==> config.mk <==
export PLATFORM = sky130hd
export DESIGN_NAME = v_key_event
export DESIGN_NICKNAME = d
export VERILOG_FILES = /design/src/rtl/v_key_event.sv
export SDC_FILE = /design/constraint.sdc
export NUM_CORES = 1
export LEC_CHECK = 0
export ABC_AREA = 1
export CAP_MARGIN = 20
export CORE_MARGIN = 2
export CORE_UTILIZATION = 59
export CTS_BUF_LIST = sky130_fd_sc_hd__clkbuf_2
export DETAILED_ROUTE_END_ITERATION = 10
export DONT_BUFFER_PORTS = 1
export PLACE_DENSITY = 0.86
export REMOVE_ABC_BUFFERS = 1
export SLEW_MARGIN = 25
export SYNTH_ARGS = -nofsm -noshare
export SYNTH_HDL_FRONTEND = slang
export SYNTH_SLANG_ARGS = --single-unit
==> constraint.sdc <==
create_clock -name clock -period 2.12 [get_ports clock]
set_input_delay 0.424 -clock clock [delete_from_list [all_inputs] [get_ports clock]]
set_output_delay 0.424 -clock clock [all_outputs]
set_load 0.005 [all_outputs]
==> src/rtl/v_key_event.sv <==
// v_key_event: classifies a debounced key level into single-click,
// double-click and long-press events, timed on a 1 ms tick.
module v_key_event #(
    parameter int CLK_PER_MS = 50000,
    parameter int LONG_MS    = 1000,
    parameter int DCLICK_MS  = 300
) (
    input  logic clock,
    input  logic reset,
    input  logic SSW,
    output logic pressed,
    output logic single_click,
    output logic double_click,
    output logic long_press,
    output logic busy
);

    localparam int              TW         = (CLK_PER_MS > 1) ? $clog2(CLK_PER_MS) : 1;
    localparam logic [TW-1:0]   TICK_LAST  = TW'(CLK_PER_MS - 1);
    localparam logic [15:0]     LONG_LAST  = 16'(LONG_MS - 1);
    localparam logic [15:0]     DCLK_LAST  = 16'(DCLICK_MS - 1);

    typedef enum logic [2:0] {
        S_IDLE   = 3'd0,
        S_PRESS1 = 3'd1,
        S_GAP    = 3'd2,
        S_PRESS2 = 3'd3,
        S_LONG   = 3'd4
    } state_t;

    logic          r_ssw_d;
    logic [TW-1:0] r_tick_cnt;
    logic [15:0]   r_ms_cnt;
    state_t        r_state;
    state_t        w_next;

    logic w_rise;
    logic w_fall;
    logic w_tick;
    logic w_long_hit;
    logic w_dclk_hit;

    logic w_single_nxt;
    logic w_double_nxt;
    logic w_long_nxt;

    logic r_single;
    logic r_double;
    logic r_long;
    logic r_busy;

    assign w_rise     = SSW & ~r_ssw_d;
    assign w_fall     = ~SSW & r_ssw_d;
    assign w_tick     = (r_tick_cnt == TICK_LAST);
    // Timeouts only fire on the tick that would complete the interval.
    assign w_long_hit = w_tick && (r_ms_cnt == LONG_LAST);
    assign w_dclk_hit = w_tick && (r_ms_cnt == DCLK_LAST);

    // Delayed switch level, used for edge detection and as the pressed output.
    always_ff @(posedge clock) begin
        if (reset) r_ssw_d <= 1'b0;
        else       r_ssw_d <= SSW;
    end

    // Free-running 1 ms prescaler; the FSM never restarts it, so the first
    // tick after an event may arrive anywhere within the next millisecond.
    always_ff @(posedge clock) begin
        if (reset)       r_tick_cnt <= '0;
        else if (w_tick) r_tick_cnt <= '0;
        else             r_tick_cnt <= r_tick_cnt + TW'(1);
    end

    // Milliseconds spent in the current state; restarts on any state change.
    always_ff @(posedge clock) begin
        if (reset)
            r_ms_cnt <= '0;
        else if (w_next != r_state)
            r_ms_cnt <= '0;
        else if (w_tick && (r_ms_cnt != 16'hFFFF))
            r_ms_cnt <= r_ms_cnt + 16'd1;
    end

    // State register.
    always_ff @(posedge clock) begin
        if (reset) r_state <= S_IDLE;
        else       r_state <= w_next;
    end

    // Next-state logic; switch edges are tested before timeouts so an edge
    // coinciding with a timeout tick wins.
    always_comb begin
        w_next = r_state;
        case (r_state)
            S_IDLE: begin
                if (w_rise) w_next = S_PRESS1;
            end
            S_PRESS1: begin
                if (w_fall)          w_next = S_GAP;
                else if (w_long_hit) w_next = S_LONG;
            end
            S_GAP: begin
                if (w_rise)          w_next = S_PRESS2;
                else if (w_dclk_hit) w_next = S_IDLE;
            end
            S_PRESS2: begin
                if (w_fall)          w_next = S_IDLE;
                else if (w_long_hit) w_next = S_LONG;
            end
            S_LONG: begin
                if (w_fall) w_next = S_IDLE;
            end
            default: w_next = S_IDLE;
        endcase
    end

    // Event decode for the transition being taken this cycle; the priority
    // mirrors the next-state logic so at most one event is raised.
    always_comb begin
        w_single_nxt = 1'b0;
        w_double_nxt = 1'b0;
        w_long_nxt   = 1'b0;
        case (r_state)
            S_PRESS1: begin
                if (!w_fall && w_long_hit) w_long_nxt = 1'b1;
            end
            S_GAP: begin
                if (!w_rise && w_dclk_hit) w_single_nxt = 1'b1;
            end
            S_PRESS2: begin
                if (w_fall)          w_double_nxt = 1'b1;
                else if (w_long_hit) w_long_nxt   = 1'b1;
            end
            default: ;
        endcase
    end

    // Registered event pulses and busy flag (busy follows the next state so it
    // rises together with the first non-IDLE state).
    always_ff @(posedge clock) begin
        if (reset) begin
            r_single <= 1'b0;
            r_double <= 1'b0;
            r_long   <= 1'b0;
            r_busy   <= 1'b0;
        end else begin
            r_single <= w_single_nxt;
            r_double <= w_double_nxt;
            r_long   <= w_long_nxt;
            r_busy   <= (w_next != S_IDLE);
        end
    end

    assign pressed      = r_ssw_d;
    assign single_click = r_single;
    assign double_click = r_double;
    assign long_press   = r_long;
    assign busy         = r_busy;

endmodule

* Word-level counts from Yosys, hierarchy flattened
Cells that the tools add are included.
** Cells by class
- Add/subtract/negate cells :: 2
- Bitwise operators :: 6
- Reductions and logical operators :: 13
- Muxes and demuxes :: 14
- Equal/unequal tests :: 9
** Operators with widths (count)
- $add 16x1->16 const B :: 2
- $mux 3 :: 7
- $eq 16x10->1 const B :: 1
- $eq 16x16->1 const B :: 1
- $eq 16x9->1 const B :: 1
- $ne 16x16->1 const B :: 1
- $pmux 3 s5 :: 1
- $reduce_or 2->1 :: 4
- $eq 3x2->1 const B :: 2
- $logic_and 1x1->1 :: 5
- $mux 1 :: 5
- $not 1->1 :: 4
- $eq 3x1->1 const B :: 1
- $eq 3x3->1 const B :: 1
- $logic_not 3->1 :: 1
- $ne 3x3->1 :: 1
- $reduce_bool 3->1 :: 1
- $and 1x1->1 :: 2
- $logic_not 1->1 :: 2
- $pmux 1 s2 :: 1
** Word-level totals
- Bits in registers :: 40
- Input port bits :: 3
- Logic and storage cells :: 52

* Depth between registers and ports, before layout
Gate-level depths: netlist of the first run.
- Word-level depth :: 7
- Gate-level depth with buffers :: 13
- Mapped depth without buffers :: 13

* Least setup slack after synthesis of the first run
Ideal clock, no wire load.
- Kind :: register -> register
- From :: register r_ms_cnt[0]
- To :: register r_ms_cnt[15]
- Cell stages (with the launch flop) :: 14
- Required time :: 2003 ps
- Period minus slack after synthesis :: 1705 ps
- Library setup time :: 117 ps
- Data arrival time :: 1588 ps
- Buffers on the path :: 1
- Slack :: 415 ps
- Cell sequence :: dfxtp_1 -> ha_1 -> nand2_1 -> nor2_1 -> nand2_1 -> nor2_2 -> nand2_2 -> nand2_1 -> nand3_2 -> nand2_2 -> nand2_1 -> nand3_4 -> buf_6 -> nor3_2
** On the way
- Cells in the longest elaborated chain, start to end :: 7
- Elaborated cells between the ends (all ways) :: 15
** Ends and longest elaborated chain
- start: declaration :: RTL line 33 : logic [15:0] r_ms_cnt;
- start signal: assignment :: RTL line 80 : r_ms_cnt <= r_ms_cnt + 16'd1;
- $eq 16x10->1 / $eq 16x9->1 (equally long branches) :: RTL line 56, 57
- $logic_and 1x1->1 (on tied branches) :: RTL line 56, 57
- $mux 3 (on tied branches) :: RTL line 99, 107, 103
- $mux 3 (on tied branches) :: RTL line 106, 102, 98
- $pmux 3 s5 :: RTL line 93 : case (r_state)
- $ne 3x3->1 :: RTL line 77 : else if (w_next != r_state)
- $reduce_or 2->1 (no line)
Parallel ways exist; a longest one is shown, timed or not.
A chain may end at the register's enable or synchronous reset.

* Worst setup path after layout of the first run
- From :: register r_ms_cnt[0]
- To :: register r_ms_cnt[12]
Same word-level chain as after synthesis.

==> metrics.yaml, run 1 <==
logic_synthesis:
  yosysWarnings: 0
  synth_compound_area_share_pct: 7.09
  yosys.area_share.adder_pct: 1.08
  async_reset_ff_share_pct: 0
  synthTopCellsByArea: "dfxtp_1 (35%), nand2_1 (8.8%), inv_1 (8.1%)"
  synthTopCellsByCount: "nand2_1 (54), inv_1 (50), nor2_1 (48)"
  netlist-cell-type-count: 32
  synth.avg_cell_area_um2: 7.03
  ys.flop_type: "dfxtp_1"
  syn_area_mm2: 0.00231
  synth-edff-count: 0
  synth_top_family_by_area: "simple AND/OR/NAND/NOR gates"
  synth_mux_area_share_pct: 0
  yosysTopAreaCell: "dfxtp_1"
  synthSimpleGateAreaFrac_pct: 39.3
  synth-seq-cells: 40
  yosysTopAreaCellShare_pct: 34.6
  synthXorXnorAreaFrac_pct: 6.82
  synthCells: 329
  seq_area_frac_synth_pct: 34.6
  synth_most_common_cell: "nand2_1"
run_status:
  outcome: "finished, final reports clean"
place:
  place_area_mm2: 0.00235
  gp_congestion: 1.01
  io_buffers: 0
  pre_cts_ws_ps: 208
  dpl.hpwl_mm: 3.45
floorplanning:
  die_area_mm2: 0.00444
  design.portCount: 8
  start_util_pct: 62.2
  rows: 22
  core_area_mm2: 0.00372
  die-width_um: 66.6
  die_y_um: 66.6
clocking:
  worstSkewPairLatency_ps: 450
  path_clk_slew_ps: 230
  cts_buffers: 5
  cts_tree: "yes"
  htreeDepth: 2
  post_cts_buffers: 0
  cts-root-buf: "clkbuf_2"
  cts_buffer_depth: 2
  cts_sinks: 40
timing:
  fin_setup_tns_ps: 0
  worstMarginPinSlew_ps: 389
  timing.final.ws_setup_ps: 166
  fin_crit_sh_pct: 92.2
  rsz0062_at_grt: "no"
  fmax_ghz: 0.512
  drv_slew: 0
  clock-skew-final_ps: 31.3
  setup_viol_count_final: 0
  slew_headroom_pct: 73.9
  period_needed_ps: 1950
  hold_viol: 0
critical_path:
  critical-path-max-stage-delay_ps: 400
  crit_type: "reg2reg"
  cp.required_ps: 2480
  worstSetupStartpointType: "register"
  cp-end-kind: "register"
  crit_chain: "ha_1 > nand2_1 > nor2_1 > nand2_1 > nor2_2 > nand2_2 > nor2_1 > nor3_1 > nand3_4 > nor3_1"
  cp.arrival_ps: 2310
  worstPathMaxFanout: 16
  worst_r2r_path_depth: 10
  crit_slowest_cell: "dfxtp_2"
grt:
  grt_pass1_vias: 1956
  antenna_found_initial: 0
  grt_max_degree: 20
  grt.total_usage_pct: 23.5
  grt_pass1_wl_mm: 8.00
  gr-total-overflow: 0
run:
  drv_cap: 0
power:
  p_per_area_mw_per_mm2: 502
  p_leak_nw: 0.844
  worst_ir_drop_vdd_mv: 0.343
finish:
  multi_input_area_mm2: 0.00125
  nFillCells: 304
  final_cell_area_mm2: 0.00240
  ff_latch_area_um2: 802
  antenna_cells: 0
  final_nets: 339
  drive_gt1_share_pct: 13.4
  area_growth_pct: 3.95
routing:
  dr.pass1.iters: 4
  drt_drc_violations_left: 0
  wl_per_cell_um: 12.1
  drt.antenna.violating_nets: 0
  vias_per_cell: 5.28
  routed_wl_mm: 4.64
  first_iter_violations: 230
  via_count: 2024
worst_hold_path:
  hold-path-cell-count: 1
  hp-class: "in2reg"
## metal layers
metal	up-vias	global-route usage (%)	part of all wire [%]
met5	-	0	0
met4	0	12.0	1.7
met3	9	4.22	5.5
met2	54	39.3	47
met1	902	28.6	46
li1	1059	-	-
## final timing paths
kind	start	end	slack, ps
setup / recovery	r_ms_cnt[0]$_SDFFE_PP0P_	r_ms_cnt[12]$_SDFFE_PP0P_	170
hold / removal	reset	r_state[2]$_SDFF_PP0_	20
setup reg to reg	r_ms_cnt[0]$_SDFFE_PP0P_	r_ms_cnt[12]$_SDFFE_PP0P_	170
hold reg to reg	r_tick_cnt[0]$_SDFF_PP0_	r_tick_cnt[0]$_SDFF_PP0_	460
## through the flow
stage          util, %  hold slack, ps  instances  power [mW]
2_1_floorplan        -             418        323       0.853
3_3_place_gp      63.3             430        374       0.871
3_5_place_dp      63.3             440        374       0.873
4_1_cts           64.4            16.3        382        1.21
5_1_grt           64.7            1.46        383        1.24
6_report          64.7            15.0        383        1.21
## where the power goes
part	leakage [nW]	internal [mW]	switching, mW
logic	0.490	0.0276	0.0606
registers	0.324	0.764	0.00850
clock network	0.0302	0.0738	0.271
## layout make-up
class,instances,share of cell area (%)
clock buffers,5,1.04
clock inverters,3,0.573
inverters,54,8.43
multi-input cells,229,52.2
repair buffers,4,1.87
flip-flops and latches,40,33.4
well taps,48,2.50
## worst max-delay path, delay by kind of cell (launching register included)
family / cells / cell delay, ps
flops: 1 / 400
simple gates: 9 / 1220
fa+ha+maj: 1 / 240
## flip-flops by register name (all words and copies together) (netlist names)
register / flops
busy: 1
double_click: 1
long_press: 1
pressed: 1
r_ms_cnt: 16
r_state: 3
r_tick_cnt: 16
single_click: 1
## cell usage in the layout, fill, tap and decap left out, drive strengths merged, types with 2 or more instances in the layout
master / count
nand2: 60
nor2: 55
inv: 54
dfxtp: 40
nor3: 30
nand3: 21
xor2: 17
o21ai: 14
nand4: 10
a21oi: 10
clkbuf: 5
clkinv: 3
buf: 3
o21a: 2
nor4: 2
ha: 2
## kinds of logic after synthesis
family | after synthesis
AOI/OAI and AO/OA | 28
xor gates and xnor gates | 18
adders and majority gates | 2
buffers and inverters | 60
DFF | 40
and+or+nand+nor | 181
## repair_timing
| item | in CTS | in global routing |
|---|---|---|
| hold buffers | 0 | 1 |
| endpoints found under the hold margin | 0 | 1 |
| resized for setup | 0 | 1 |
| endpoints found under the setup margin | 0 | 9 |
Power figures use the tool's default switching activity.
==> run 2: changes to the inputs <==
Settings changed: CTS_BUF_LIST sky130_fd_sc_hd__clkbuf_2 to unset, GPL_ROUTABILITY_DRIVEN set to 0, TNS_END_PERCENT set to 1.
==> metrics.yaml, run 2 (synthesized netlist as in run 1, its figures left out) <==
grt:
  grt_pass1_vias: 1921
  antenna_found_initial: 0
  grt.total_usage_pct: 22.9
  gr-total-overflow: 0
  grt_max_degree: 20
  grt_pass1_wl_mm: 7.89
finish:
  final_cells: 382
  final_cell_mix: "nand2_1 (54), inv_1 (50), nor2_1 (48)"
  reg_top3: "r_ms_cnt x16, r_tick_cnt x16, r_state x3"
  drive_gt1_share_pct: 14.4
  final_cell_area_mm2: 0.00246
  mostFrequentLayoutCell: "nand2_1"
  area_growth_pct: 6.44
  antenna_cells: 0
  final_nets: 339
  final_util_pct: 66.2
critical_path:
  crit_slowest_cell: "dfxtp_2"
  cp-end-kind: "register"
  cp.required_ps: 2340
  worstPathMaxFanout: 5
  critPathBufInv: 1
  worstSetupStartpointType: "register"
  cp.arrival_ps: 2100
  r2r-start: "r_ms_cnt[0]$_SDFFE_PP0P_"
  crit_type: "reg2reg"
  crit_path_start: "r_ms_cnt[0]$_SDFFE_PP0P_"
  crit_chain: "ha_2 > nand2_1 > nor2_4 > nand3_2 > o21ai_4 > nor2_1 > nand2_1 > nand2_1 > nand2_1 > inv_1 > nor3_2"
  critical-path-max-stage-delay_ps: 380
  path_delay_family: "simple AND/OR/NAND/NOR gates"
  path_common_cell: "nand2_1"
floorplanning:
  core_area_mm2: 0.00372
  start_util_pct: 62.2
  die_area_mm2: 0.00444
  die-width_um: 66.6
  design.portCount: 8
  rows: 22
  die_y_um: 66.6
timing:
  fmax_ghz: 0.531
  worstMarginPinSlew_ps: 425
  drv_slew: 0
  clock-skew-final_ps: 7.47
  period_needed_ps: 1880
  hold_viol: 0
  fin_crit_sh_pct: 88.8
  setup_viol_count_final: 0
  slew_headroom_pct: 71.4
clocking:
  cts-root-buf: "clkbuf_8"
  cts_sinks: 40
  cts_buffers: 5
  path_clk_slew_ps: 80
  cts_buffer_depth: 2
  cts_tree: "yes"
  worstSkewPairLatency_ps: 290
  htreeDepth: 2
routing:
  wl_per_cell_um: 12.0
  vias_per_cell: 5.22
  via_count: 1995
  first_iter_violations: 205
  routed_wl_mm: 4.60
  dr.pass1.iters: 4
  drt_drc_violations_left: 0
  drt.antenna.violating_nets: 0
worst_hold_path:
  hp-class: "in2reg"
  min-delay-start: "reset"
power:
  worst_ir_drop_vdd_mv: 0.251
  p_leak_nw: 0.855
  p_per_area_mw_per_mm2: 545
run:
  drv_cap: 0
place:
  dpl.hpwl_mm: 3.34
  dp.cells: 375
  io_buffers: 0
  place_area_mm2: 0.00236
run_status:
  outcome: "finished, final reports clean"
run 2: cell count changes in the layout (fill, tap and decap cells not counted), sizes merged:
cell         previous run  this run
clkbuf                  5         6
dlygate4sd3             1         0
buf                     3         4
clkinv                  3         1
run 2: through the flow:
step	hold WS [ps]	setup slack [ps]	setup TNS [ps]	total power, mW
floorplan	418	342	0	0.853
global placement	430	260	0	0.873
detailed placement	436	137	0	0.875
CTS	186	107	0	1.35
global route	179	-4.19	-4.19	1.39
finish	188	237	0	1.34
run 2: per-layer routing:
layer,routed length [µm],track usage [%],share of wire (%)
met1,2130,28.1,46
met2,2210,39.0,48
met3,171,4.73,3.7
met4,87,9.18,1.9
met5,0,0,0
run 2: final cells by class:
| type | count | area, µm² |
|---|---|---|
| clock inverters | 1 | 5.00 |
| flip-flops and latches | 40 | 803 |
| repair buffers | 4 | 42.5 |
| inverters | 54 | 203 |
| well taps | 48 | 60.1 |
| multi-input cells | 229 | 1270 |
| fillers | 299 | 1250 |
| clock buffers | 6 | 72.6 |
run 2: worst paths after layout:
check                             end  slack [ps]  depth (start not counted)
max reg2reg  r_ms_cnt[7]$_SDFFE_PP0P_         240                         11
min reg2reg  r_tick_cnt[0]$_SDFF_PP0_         450                          1
min             r_state[1]$_SDFF_PP0_         190                          1
max          r_ms_cnt[7]$_SDFFE_PP0P_         240                         11
run 2: power breakdown:
group	internal (mW)	leakage, nW	switching [mW]	total [mW]
sequential	0.761	0.325	0.00842	0.769
combinational	0.0277	0.489	0.0586	0.0862
clock	0.224	0.0410	0.262	0.486
run 2: repair_timing:
item,in CTS,in global routing
setup buffers,0,0
endpoints found under the setup margin,0,5
resized for setup,0,6
hold buffers,0,0
==> run 3: changes to the inputs <==
Settings changed: ABC_AREA 1 to unset, CTS_CLUSTER_SIZE set to 40.
==> metrics.yaml, run 3 <==
critical_path:
  cp-end-kind: "register"
  cp.required_ps: 2400
  worstSetupStartpointType: "register"
  regToRegSetupSlack_ps: 2
  crit_type: "reg2reg"
  cp.arrival_ps: 2400
  worstPathMaxFanout: 6
routing:
  via_count: 1781
  routed_wl_mm: 4.68
  drt.antenna.violating_nets: 0
  vias_per_cell: 5.92
  dr.pass1.iters: 4
  drt_drc_violations_left: 0
  wl_per_cell_um: 15.5
  first_iter_violations: 166
worst_hold_path:
  hp-class: "in2reg"
timing:
  rsz0062_at_grt: "yes"
  worstMarginPinSlew_ps: 486
  whs_ps: 97.4
  slew_headroom_pct: 67.4
  hold_viol: 0
  clock-skew-final_ps: 14.7
  period_needed_ps: 2120
  fmax_ghz: 0.472
  setup_viol_count_final: 0
  fin_crit_sh_pct: 99.9
  drv_slew: 0
logic_synthesis:
  async_reset_ff_share_pct: 0
  yosysTopAreaCellShare_pct: 38.4
  netlist-cell-type-count: 39
  synthTopCellsByCount: "dfxtp_1 (40), nor2_1 (27), xnor2_1 (24)"
  ys.flop_type: "dfxtp_1"
  synthTopCellsByArea: "dfxtp_1 (38%), xnor2_1 (10%), nor2_1 (4.9%)"
  yosysTopAreaCell: "dfxtp_1"
  seq_area_frac_synth_pct: 38.4
  syn_area_mm2: 0.00208
  synth_most_common_cell: "dfxtp_1"
  yosysWarnings: 0
  synth-seq-cells: 40
  synthCells: 232
  synth-edff-count: 0
  synth.avg_cell_area_um2: 8.98
finish:
  reg_top3: "r_ms_cnt x16, r_tick_cnt x16, r_state x3"
  final_util_pct: 71.8
  antenna_cells: 0
  nFillCells: 258
  final_cell_area_mm2: 0.00242
  final_cell_mix: "dfxtp_1 (38), nor2_1 (27), buf_4 (25)"
  area_growth_pct: 15.9
  final_cells: 301
  mostFrequentLayoutCell: "dfxtp_1"
  final_nets: 259
  drive_gt1_share_pct: 25.1
clocking:
  cts_buffer_depth: 2
  cts_buffers: 5
  worstSkewPairLatency_ps: 370
  cts-root-buf: "clkbuf_4"
  cts_tree: "yes"
  path_clk_slew_ps: 130
  htreeDepth: 2
  cts_sinks: 40
grt:
  grt_pass1_wl_mm: 7.58
  grt.total_usage_pct: 24.4
  grt_pass1_vias: 1654
  gr-total-overflow: 0
  antenna_found_initial: 0
  grt_max_degree: 17
power:
  worst_ir_drop_vdd_mv: 0.422
  p_per_area_mw_per_mm2: 557
  p_leak_nw: 0.796
floorplanning:
  design.portCount: 8
  start_util_pct: 62.0
  core_area_mm2: 0.00336
  rows: 21
  die-width_um: 63.4
  die_area_mm2: 0.00402
  die_y_um: 63.4
place:
  dp.cells: 292
  dpl.hpwl_mm: 3.19
  place_area_mm2: 0.00229
  io_buffers: 0
run:
  drv_cap: 0
run_status:
  outcome: "finished, final reports clean"
[run 3: cell types whose count changed in the layout (fill, tap and decap cells not counted), moves of 10 or more]
cell	previous run	this run
inv_1	50	4
xnor2_1	1	24
xor2_1	17	5
nor4_1	2	12
nor2_1	48	27
buf_4	3	25
nand2_1	54	18
a21oi_1	10	0
[run 3: final cells by class]
type	instances	area, µm²	share of cell area, %
clock buffers	5	37.5	1.55
inverters	4	15.0	0.621
well taps	46	57.6	2.38
clock inverters	3	42.5	1.76
flip-flops and latches	40	803	33.2
repair buffers	26	208	8.60
multi-input cells	177	1250	51.8
[run 3: kinds of logic after synthesis]
kind of cell	count (synthesis)	share of synthesized area, %
simple gates	134	39.3
fa+ha+maj	2	1.20
mux	1	0.480
buf+inv	15	3.30
flops	40	38.4
compound gates	11	5.16
xor+xnor	29	12.2
[run 3: final timing paths]
| path | from | endpoint | depth (start not counted) |
|---|---|---|---|
| min | reset | r_tick_cnt[2]$_SDFF_PP0_ | 1 |
| max | r_tick_cnt[6]$_SDFF_PP0_ | busy$_SDFF_PP0_ | 6 |
| max reg2reg | r_tick_cnt[6]$_SDFF_PP0_ | busy$_SDFF_PP0_ | 6 |
| min reg2reg | r_tick_cnt[0]$_SDFF_PP0_ | r_tick_cnt[0]$_SDFF_PP0_ | 1 |
[run 3: layer usage]
metal / GRT usage, % / routed length (µm) / up-vias
met5: 0 / 0 / -
met4: 13.6 / 110 / 0
met3: 5.00 / 151 / 11
met2: 38.6 / 2280 / 34
met1: 31.1 / 2140 / 848
li1: - / - / 888
[run 3: repair_timing]
| action | in CTS | in global routing |
|---|---|---|
| setup endpoints to repair | 0 | 2 |
| hold buffers | 0 | 0 |
| setup buffers | 0 | 1 |
| resized for setup | 0 | 10 |
[run 3: critical path, cell delays in order, from the launching register on]
cell and delay [ps]:
dfxtp_2 360, or4bb_4 540, nor4_4 330, buf_4 210
and4_4 250, nor3_2 60, a311o_1 280
[run 3: through the flow]
step	setup WS, ps	setup TNS [ps]	power (mW)
2_1_floorplan	-132	-1920	0.825
3_3_place_gp	96.0	0	0.839
3_5_place_dp	43.0	0	0.842
4_1_cts	29.1	0	1.35
5_1_grt	-35.2	-52.0	1.39
6_report	2.40	0	1.34
[run 3: where the power goes]
part | total [mW] | switching, mW | internal [mW]
clock | 0.512 | 0.266 | 0.246
sequential | 0.775 | 0.0140 | 0.761
combinational | 0.0577 | 0.0363 | 0.0213
